## src/rtl/gf163_inverter_if.sv

```systemverilog
`default_nettype none
// ============================================================================
//  Module   : gf163_inverter_if
//  Brief    : Request/result bundle for the GF(2^163) inverter.
//  Revision : 1.0 - initial release
// ============================================================================
interface gf163_inverter_if;
    logic         start;
    logic [162:0] a;
    logic         busy;
    logic         done;
    logic [162:0] z;
    logic         err;

    modport master (
        output start,
        output a,
        input  busy,
        input  done,
        input  z,
        input  err
    );

    modport slave (
        input  start,
        input  a,
        output busy,
        output done,
        output z,
        output err
    );
endinterface
`default_nettype wire

```

## src/rtl/gf163_inverter.sv

```systemverilog
`default_nettype none
// ============================================================================
//  Module   : gf163_inverter
//  Brief    : Sequential GF(2^163) inverter, binary extended Euclid, one step
//             per clock. f(x) = x^163 + x^7 + x^6 + x^3 + 1.
//  Revision : 1.0 - initial release
// ============================================================================
module gf163_inverter (
    input  logic            clk,
    input  logic            rst,
    gf163_inverter_if.slave bus
);

    localparam logic [0:0]   S_IDLE = 1'b0;
    localparam logic [0:0]   S_RUN  = 1'b1;

    localparam logic [163:0] c_poly      = {1'b1, 155'd0, 8'hC9};
    // f >> 1 (bits 162, 6, 5, 2): lets (g ^ f) >> 1 be formed as (g >> 1) ^ (f >> 1)
    localparam logic [162:0] c_poly_half = {1'b1, 155'd0, 7'h64};

    function automatic logic [162:0] f_halve(input logic [162:0] g);
        logic [162:0] w_shift;
        w_shift = {1'b0, g[162:1]};
        return g[0] ? (w_shift ^ c_poly_half) : w_shift;
    endfunction

    function automatic logic [7:0] f_deg(input logic [163:0] x);
        logic [7:0] d;
        d = '0;
        for (int i = 0; i < 164; i++) begin
            if (x[i]) d = 8'(i);
        end
        return d;
    endfunction

    logic [0:0]   r_state;
    logic [163:0] r_u;
    logic [163:0] r_v;
    logic [162:0] r_g1;
    logic [162:0] r_g2;
    logic         r_zero_pend;
    logic         r_busy;
    logic         r_done;
    logic [162:0] r_z;
    logic         r_err;

    logic [7:0]   w_deg_u;
    logic [7:0]   w_deg_v;
    logic         w_u_one;
    logic         w_v_one;
    logic         w_u_gt_v;
    logic         w_a_zero;

    assign w_deg_u  = f_deg(r_u);
    assign w_deg_v  = f_deg(r_v);
    assign w_u_one  = (r_u == 164'd1);
    assign w_v_one  = (r_v == 164'd1);
    assign w_u_gt_v = (w_deg_u > w_deg_v);
    assign w_a_zero = (bus.a == 163'd0);

    always_ff @(posedge clk) begin
        if (rst) begin
            r_state     <= S_IDLE;
            r_u         <= '0;
            r_v         <= '0;
            r_g1        <= '0;
            r_g2        <= '0;
            r_zero_pend <= 1'b0;
            r_busy      <= 1'b0;
            r_done      <= 1'b0;
            r_z         <= '0;
            r_err       <= 1'b0;
        end else begin
            r_done <= 1'b0;

            // A zero operand is reported one edge after acceptance, matching the
            // latency of a=1, without ever entering RUN.
            if (r_zero_pend) begin
                r_zero_pend <= 1'b0;
                r_done      <= 1'b1;
                r_err       <= 1'b1;
                r_z         <= '0;
            end

            case (r_state)
                S_IDLE: begin
                    if (bus.start) begin
                        if (w_a_zero) begin
                            r_zero_pend <= 1'b1;
                        end else begin
                            r_u     <= {1'b0, bus.a};
                            r_v     <= c_poly;
                            r_g1    <= 163'd1;
                            r_g2    <= '0;
                            r_busy  <= 1'b1;
                            r_state <= S_RUN;
                            if (!r_zero_pend) r_err <= 1'b0;
                        end
                    end
                end

                S_RUN: begin
                    if (w_u_one) begin
                        r_z     <= r_g1;
                        r_err   <= 1'b0;
                        r_done  <= 1'b1;
                        r_busy  <= 1'b0;
                        r_state <= S_IDLE;
                    end else if (w_v_one) begin
                        r_z     <= r_g2;
                        r_err   <= 1'b0;
                        r_done  <= 1'b1;
                        r_busy  <= 1'b0;
                        r_state <= S_IDLE;
                    end else if (!r_u[0]) begin
                        r_u  <= {1'b0, r_u[163:1]};
                        r_g1 <= f_halve(r_g1);
                    end else if (!r_v[0]) begin
                        r_v  <= {1'b0, r_v[163:1]};
                        r_g2 <= f_halve(r_g2);
                    end else if (w_u_gt_v) begin
                        r_u  <= r_u ^ r_v;
                        r_g1 <= r_g1 ^ r_g2;
                    end else begin
                        r_v  <= r_v ^ r_u;
                        r_g2 <= r_g2 ^ r_g1;
                    end
                end

                default: r_state <= S_IDLE;
            endcase
        end
    end

    assign bus.busy = r_busy;
    assign bus.done = r_done;
    assign bus.z    = r_z;
    assign bus.err  = r_err;

endmodule
`default_nettype wire
```

## src/flat_wrapper.sv

```systemverilog
// flat-port wrapper written by rule: the top's interface ports become plain ports
module gf163_inverter_flat 
  (clk, rst, bus_start, bus_a, bus_busy, bus_done, bus_z, bus_err);
  gf163_inverter_if bus_i ();
  input  logic clk;
  input  logic rst;
  input wire logic [$bits(bus_i.start)-1:0] bus_start;
  input wire logic [$bits(bus_i.a)-1:0] bus_a;
  output wire logic [$bits(bus_i.busy)-1:0] bus_busy;
  output wire logic [$bits(bus_i.done)-1:0] bus_done;
  output wire logic [$bits(bus_i.z)-1:0] bus_z;
  output wire logic [$bits(bus_i.err)-1:0] bus_err;
  assign bus_i.start = bus_start;
  assign bus_i.a = bus_a;
  assign bus_busy = bus_i.busy;
  assign bus_done = bus_i.done;
  assign bus_z = bus_i.z;
  assign bus_err = bus_i.err;
  gf163_inverter u_core (.clk(clk), .rst(rst), .bus(bus_i));
endmodule
```

## config.mk

```make
export PLATFORM = sky130hd
export DESIGN_NAME = gf163_inverter_flat
export DESIGN_NICKNAME = d
export VERILOG_FILES = /design/src/rtl/gf163_inverter_if.sv /design/src/rtl/gf163_inverter.sv /design/src/flat_wrapper.sv
export SDC_FILE = /design/constraint.sdc
export NUM_CORES = 2
export LEC_CHECK = 0
export ABC_AREA = 1
export BUFFER_PORTS_ARGS = -buffer_cell sky130_fd_sc_hd__buf_2
export CORE_ASPECT_RATIO = 2
export CORE_MARGIN = 2
export CORE_UTILIZATION = 55
export CTS_CLUSTER_SIZE = 10
export DETAILED_ROUTE_END_ITERATION = 10
export GPL_TIMING_DRIVEN = 1
export HOLD_SLACK_MARGIN = 0.12
export PLACE_DENSITY = 0.77
export SLEW_MARGIN = 20
export SYNTH_ARGS = -nofsm -noshare
export SYNTH_HDL_FRONTEND = slang
export SYNTH_SLANG_ARGS = --single-unit
export TNS_END_PERCENT = 30
```

## constraint.sdc

```tcl
create_clock -name clk -period 14.9 [get_ports clk]
set_input_delay 0 -clock clk [delete_from_list [all_inputs] [get_ports clk]]
set_output_delay 0 -clock clk [all_outputs]
set_load 0.005 [all_outputs]
```

==> flow_summary.ini <==
[grt]
grt-busiest-layer = met2
grt.met1_usage_pct = 38.6
grt_first_pass_wirelength_um = 253000
grt_pass1_vias = 49700
gr-usage-all-layers_pct = 34.9
antenna_found_initial = 11
grtUsageMet3_pct = 7.88
met2_usage_pct = 60.5
grt_max_degree = 241
grt-ovfl-total = 0

[worst_setup_path]
crit_path_end_kind = register
worst_path_most_repeated_cell = nand2_1
crit_type = reg2reg
crit_required_ns = 15.50
crit_slowest_cell = inv_8
cp-start-kind = register
worstPathArrival_ns = 13.51
cp_slowest_stage_delay_ns = 0.67
worst-path-max-fanout = 140

[sta]
fmax_mhz = 77.4
setup_tns_ns = 0
clock_skew_ns = 0.0255
holdWs_ns = 0.175
layout_worst_path_cycle_share_pct = 86.7
finalHoldViolations = 0
slew_headroom_pct = 12.2
maxSlewViolCount = 0
setup_viol = 0
worstMarginPinSlew_ns = 1.32
finalCriticalPeriod_ns = 12.91
rsz0062_at_grt = no

[synth]
synth-edff-count = 0
yosys_warnings = 0
synth_ff_type = dfxtp_1
ys_seq_elements = 822
netlist_area_um2 = 47500
yosysSeqAreaShare_pct = 34.6
synth_cells = 7063
async_reset_ff_share_pct = 0
syn_nets = 7238
synth.avg_cell_area_um2 = 6.73
synth_cell_types = 31

[min_path]
hold_class = in2reg

[pwr]
p_int_mw = 4.13
power_density_nw_per_um2 = 124
ir_drop_mv = 0.110
p_seq_share_pct = 40.5
p_sw_share_pct = 37.3
power.switching_mw = 2.45
power_frac_comb_pct = 28.4
power_leakage_nw = 20.5
clkPwrFrac_pct = 31.1

[layout]
fin_area_um2 = 53200
syn2layout_area_growth_pct = 12.1
final_util_pct = 62.1
drive_above_1_share_pct = 8.34
nets = 7329

[die]
die_area_um2 = 88900
start_util_pct = 55.4
ioPinCount = 332
num_rows = 152
die_h_um = 420
die_w_um = 212
core-area_um2 = 85800

[drt]
drc = 0
viasPerCell = 6.11
routed_wl_um = 159000
firstDrtPassIters = 7
antenna_left = 0
avgRoutedWirePerCell_um = 19.1
vias = 50800
drt_iter0_drc = 4670

[placement]
place_area_um2 = 49100
portBuffers = 331
place_congestion = 0.933
dp_hpwl_um = 95100

[clock_tree]
cts_tree = done
clk_latency_ns = 0.70
post_cts_buffers = 0
cts_inserted_buffers = 92
cts_max_level = 3
clock-sinks = 822
clk_pin_slew_ns = 0.06
cts-root-buf = clkbuf_16
ctsResizeCount = 0
clock_path_buffers = 3

[status]
status = finished, final reports clean

[run]
cap_violations = 0
==> logic make-up (layout without fill, tap and decap cells) <==
kind of cell             after synthesis  in the layout  synth area share, %
other                                  0              3                    0
adder cells (fa/ha/maj)                9              9                0.237
XOR/XNOR                             200            200                 3.69
flip-flops                           822            822                 34.6
buffers and inverters               1103           1207                 11.7
AND/OR/NAND/NOR                     2675           2675                 22.1
AO/OA/AOI/OAI                       2254           2254                 27.6
==> state kept, by name (all words and copies together), names as in the netlist, 163 cells and up <==
| register | cells |
|---|---|
| u_core.r_u | 164 |
| u_core.r_v | 164 |
| u_core.bus.z | 163 |
| u_core.r_g1 | 163 |
| u_core.r_g2 | 163 |
==> metal layers <==
metal | wire (um) | part of all wire (%)
met1 | 60000 | 38
met2 | 77600 | 49
met3 | 13000 | 8.2
met4 | 8550 | 5.4
met5 | 92 | 0.058
==> final cells by class <==
class                           count  area, um^2
Antenna cell                        3        7.51
Clock buffer                      101        2350
Clock inverter                      6         111
Fill cell                        7913       32500
Inverter                          565        3600
Multi-Input combinational cell   5138       25600
Sequential cell                   822       16500
Tap cell                         1155        1450
Timing Repair Buffer              535        3720
==> metrics by stage <==
step	total power [mW]	cells	setup WS, ns
after global routing	6.91	8325	0.258
after CTS	6.55	8322	2.18
after floorplan	3.96	7063	5.51
after detailed placement	4.49	8049	2.24
final	6.58	8325	1.99
after global placement	4.46	8049	2.35
==> path summary, 6_finish.rpt <==
path / start / to / slack, ns / depth (start not counted)
worst min-delay path: bus_a[70] / u_core.r_u[70]$_SDFFE_PP0P_ / 0.17 / 4
worst max-delay path: u_core.r_v[2]$_SDFFE_PP0P_ / u_core.r_u[22]$_SDFFE_PP0P_ / 1.99 / 174
worst min register to register: u_core.r_v[114]$_SDFFE_PP0P_ / u_core.r_v[114]$_SDFFE_PP0P_ / 0.50 / 2
worst max register to register: u_core.r_v[2]$_SDFFE_PP0P_ / u_core.r_u[22]$_SDFFE_PP0P_ / 1.99 / 174
==> synthesized netlist by cell type (all sizes together) (5+ instances only) <==
library cell     n  share of area (%)
nand2         1754                 14
dfxtp          822                 35
a21oi          750                7.9
o21ai          694                7.3
nor2           640                5.1
clkbuf         531                4.2
inv            460                3.6
o22ai          283                3.7
o211ai         254                4.0
nand3          201                2.1
xnor2          166                3.1
a41oi          157                2.9
bufinv         104                3.8
a211oi          59               0.93
nor4            51               0.67
xor2            34               0.63
a31oi           30               0.40
nand4           19               0.25
nor3            10               0.11
ha               9               0.24
a221oi           8               0.15
buf              7              0.055
a22oi            5              0.079
==> critical path: cells and delay by family, from the launching register on <==
kind / cells / cell delay (ns)
adders and majority gates: 1 / 0.19
AOI/OAI and AO/OA: 7 / 1.19
DFF: 1 / 0.43
and+or+nand+nor: 163 / 9.62
buffers and inverters: 3 / 1.31
==> power groups by stage <==
stage                     logic, mW  clock network [mW]  registers [mW]
final                          1.87                2.04            2.66
after global routing           2.08                2.14            2.69
after CTS                      1.84                2.06            2.65
after detailed placement       1.79                   0            2.70
after global placement         1.77                   0            2.69
after floorplan                1.35                   0            2.62
==> repair_timing <==
| item | 4_1_cts | 5_1_grt |
|---|---|---|
| setup endpoints to repair | 0 | 0 |
| endpoints found under the hold margin | 250 | 0 |
| hold buffers | 166 | 0 |
==> layout by cell type, fill, tap and decap left out, types with 8 or more instances in the layout <==
| cell | netlist | final |
|---|---|---|
| a221oi_1 | 8 | 8 |
| clkbuf_1 | 531 | 8 |
| nor2_1 | 640 | 636 |
| dlygate4sd3_1 | 0 | 166 |
| o211ai_1 | 254 | 254 |
| clkbuf_16 | 0 | 92 |
| buf_4 | 0 | 28 |
| dfxtp_1 | 822 | 820 |
| a211oi_1 | 59 | 59 |
| o22ai_1 | 283 | 283 |
| buf_2 | 0 | 330 |
| nor3_1 | 10 | 9 |
| bufinv_8 | 104 | 104 |
| nor4_1 | 51 | 51 |
| o21ai_0 | 693 | 693 |
| ha_1 | 9 | 9 |
| a41oi_1 | 157 | 156 |
| nand2_1 | 1754 | 1750 |
| a21oi_1 | 750 | 750 |
| a31oi_1 | 30 | 30 |
| nand4_1 | 19 | 19 |
| inv_1 | 451 | 447 |
| xnor2_1 | 166 | 166 |
| nand3_1 | 201 | 201 |
| buf_12 | 0 | 8 |
| xor2_1 | 34 | 34 |
Note: power is estimated with default switching activity, not from simulation.
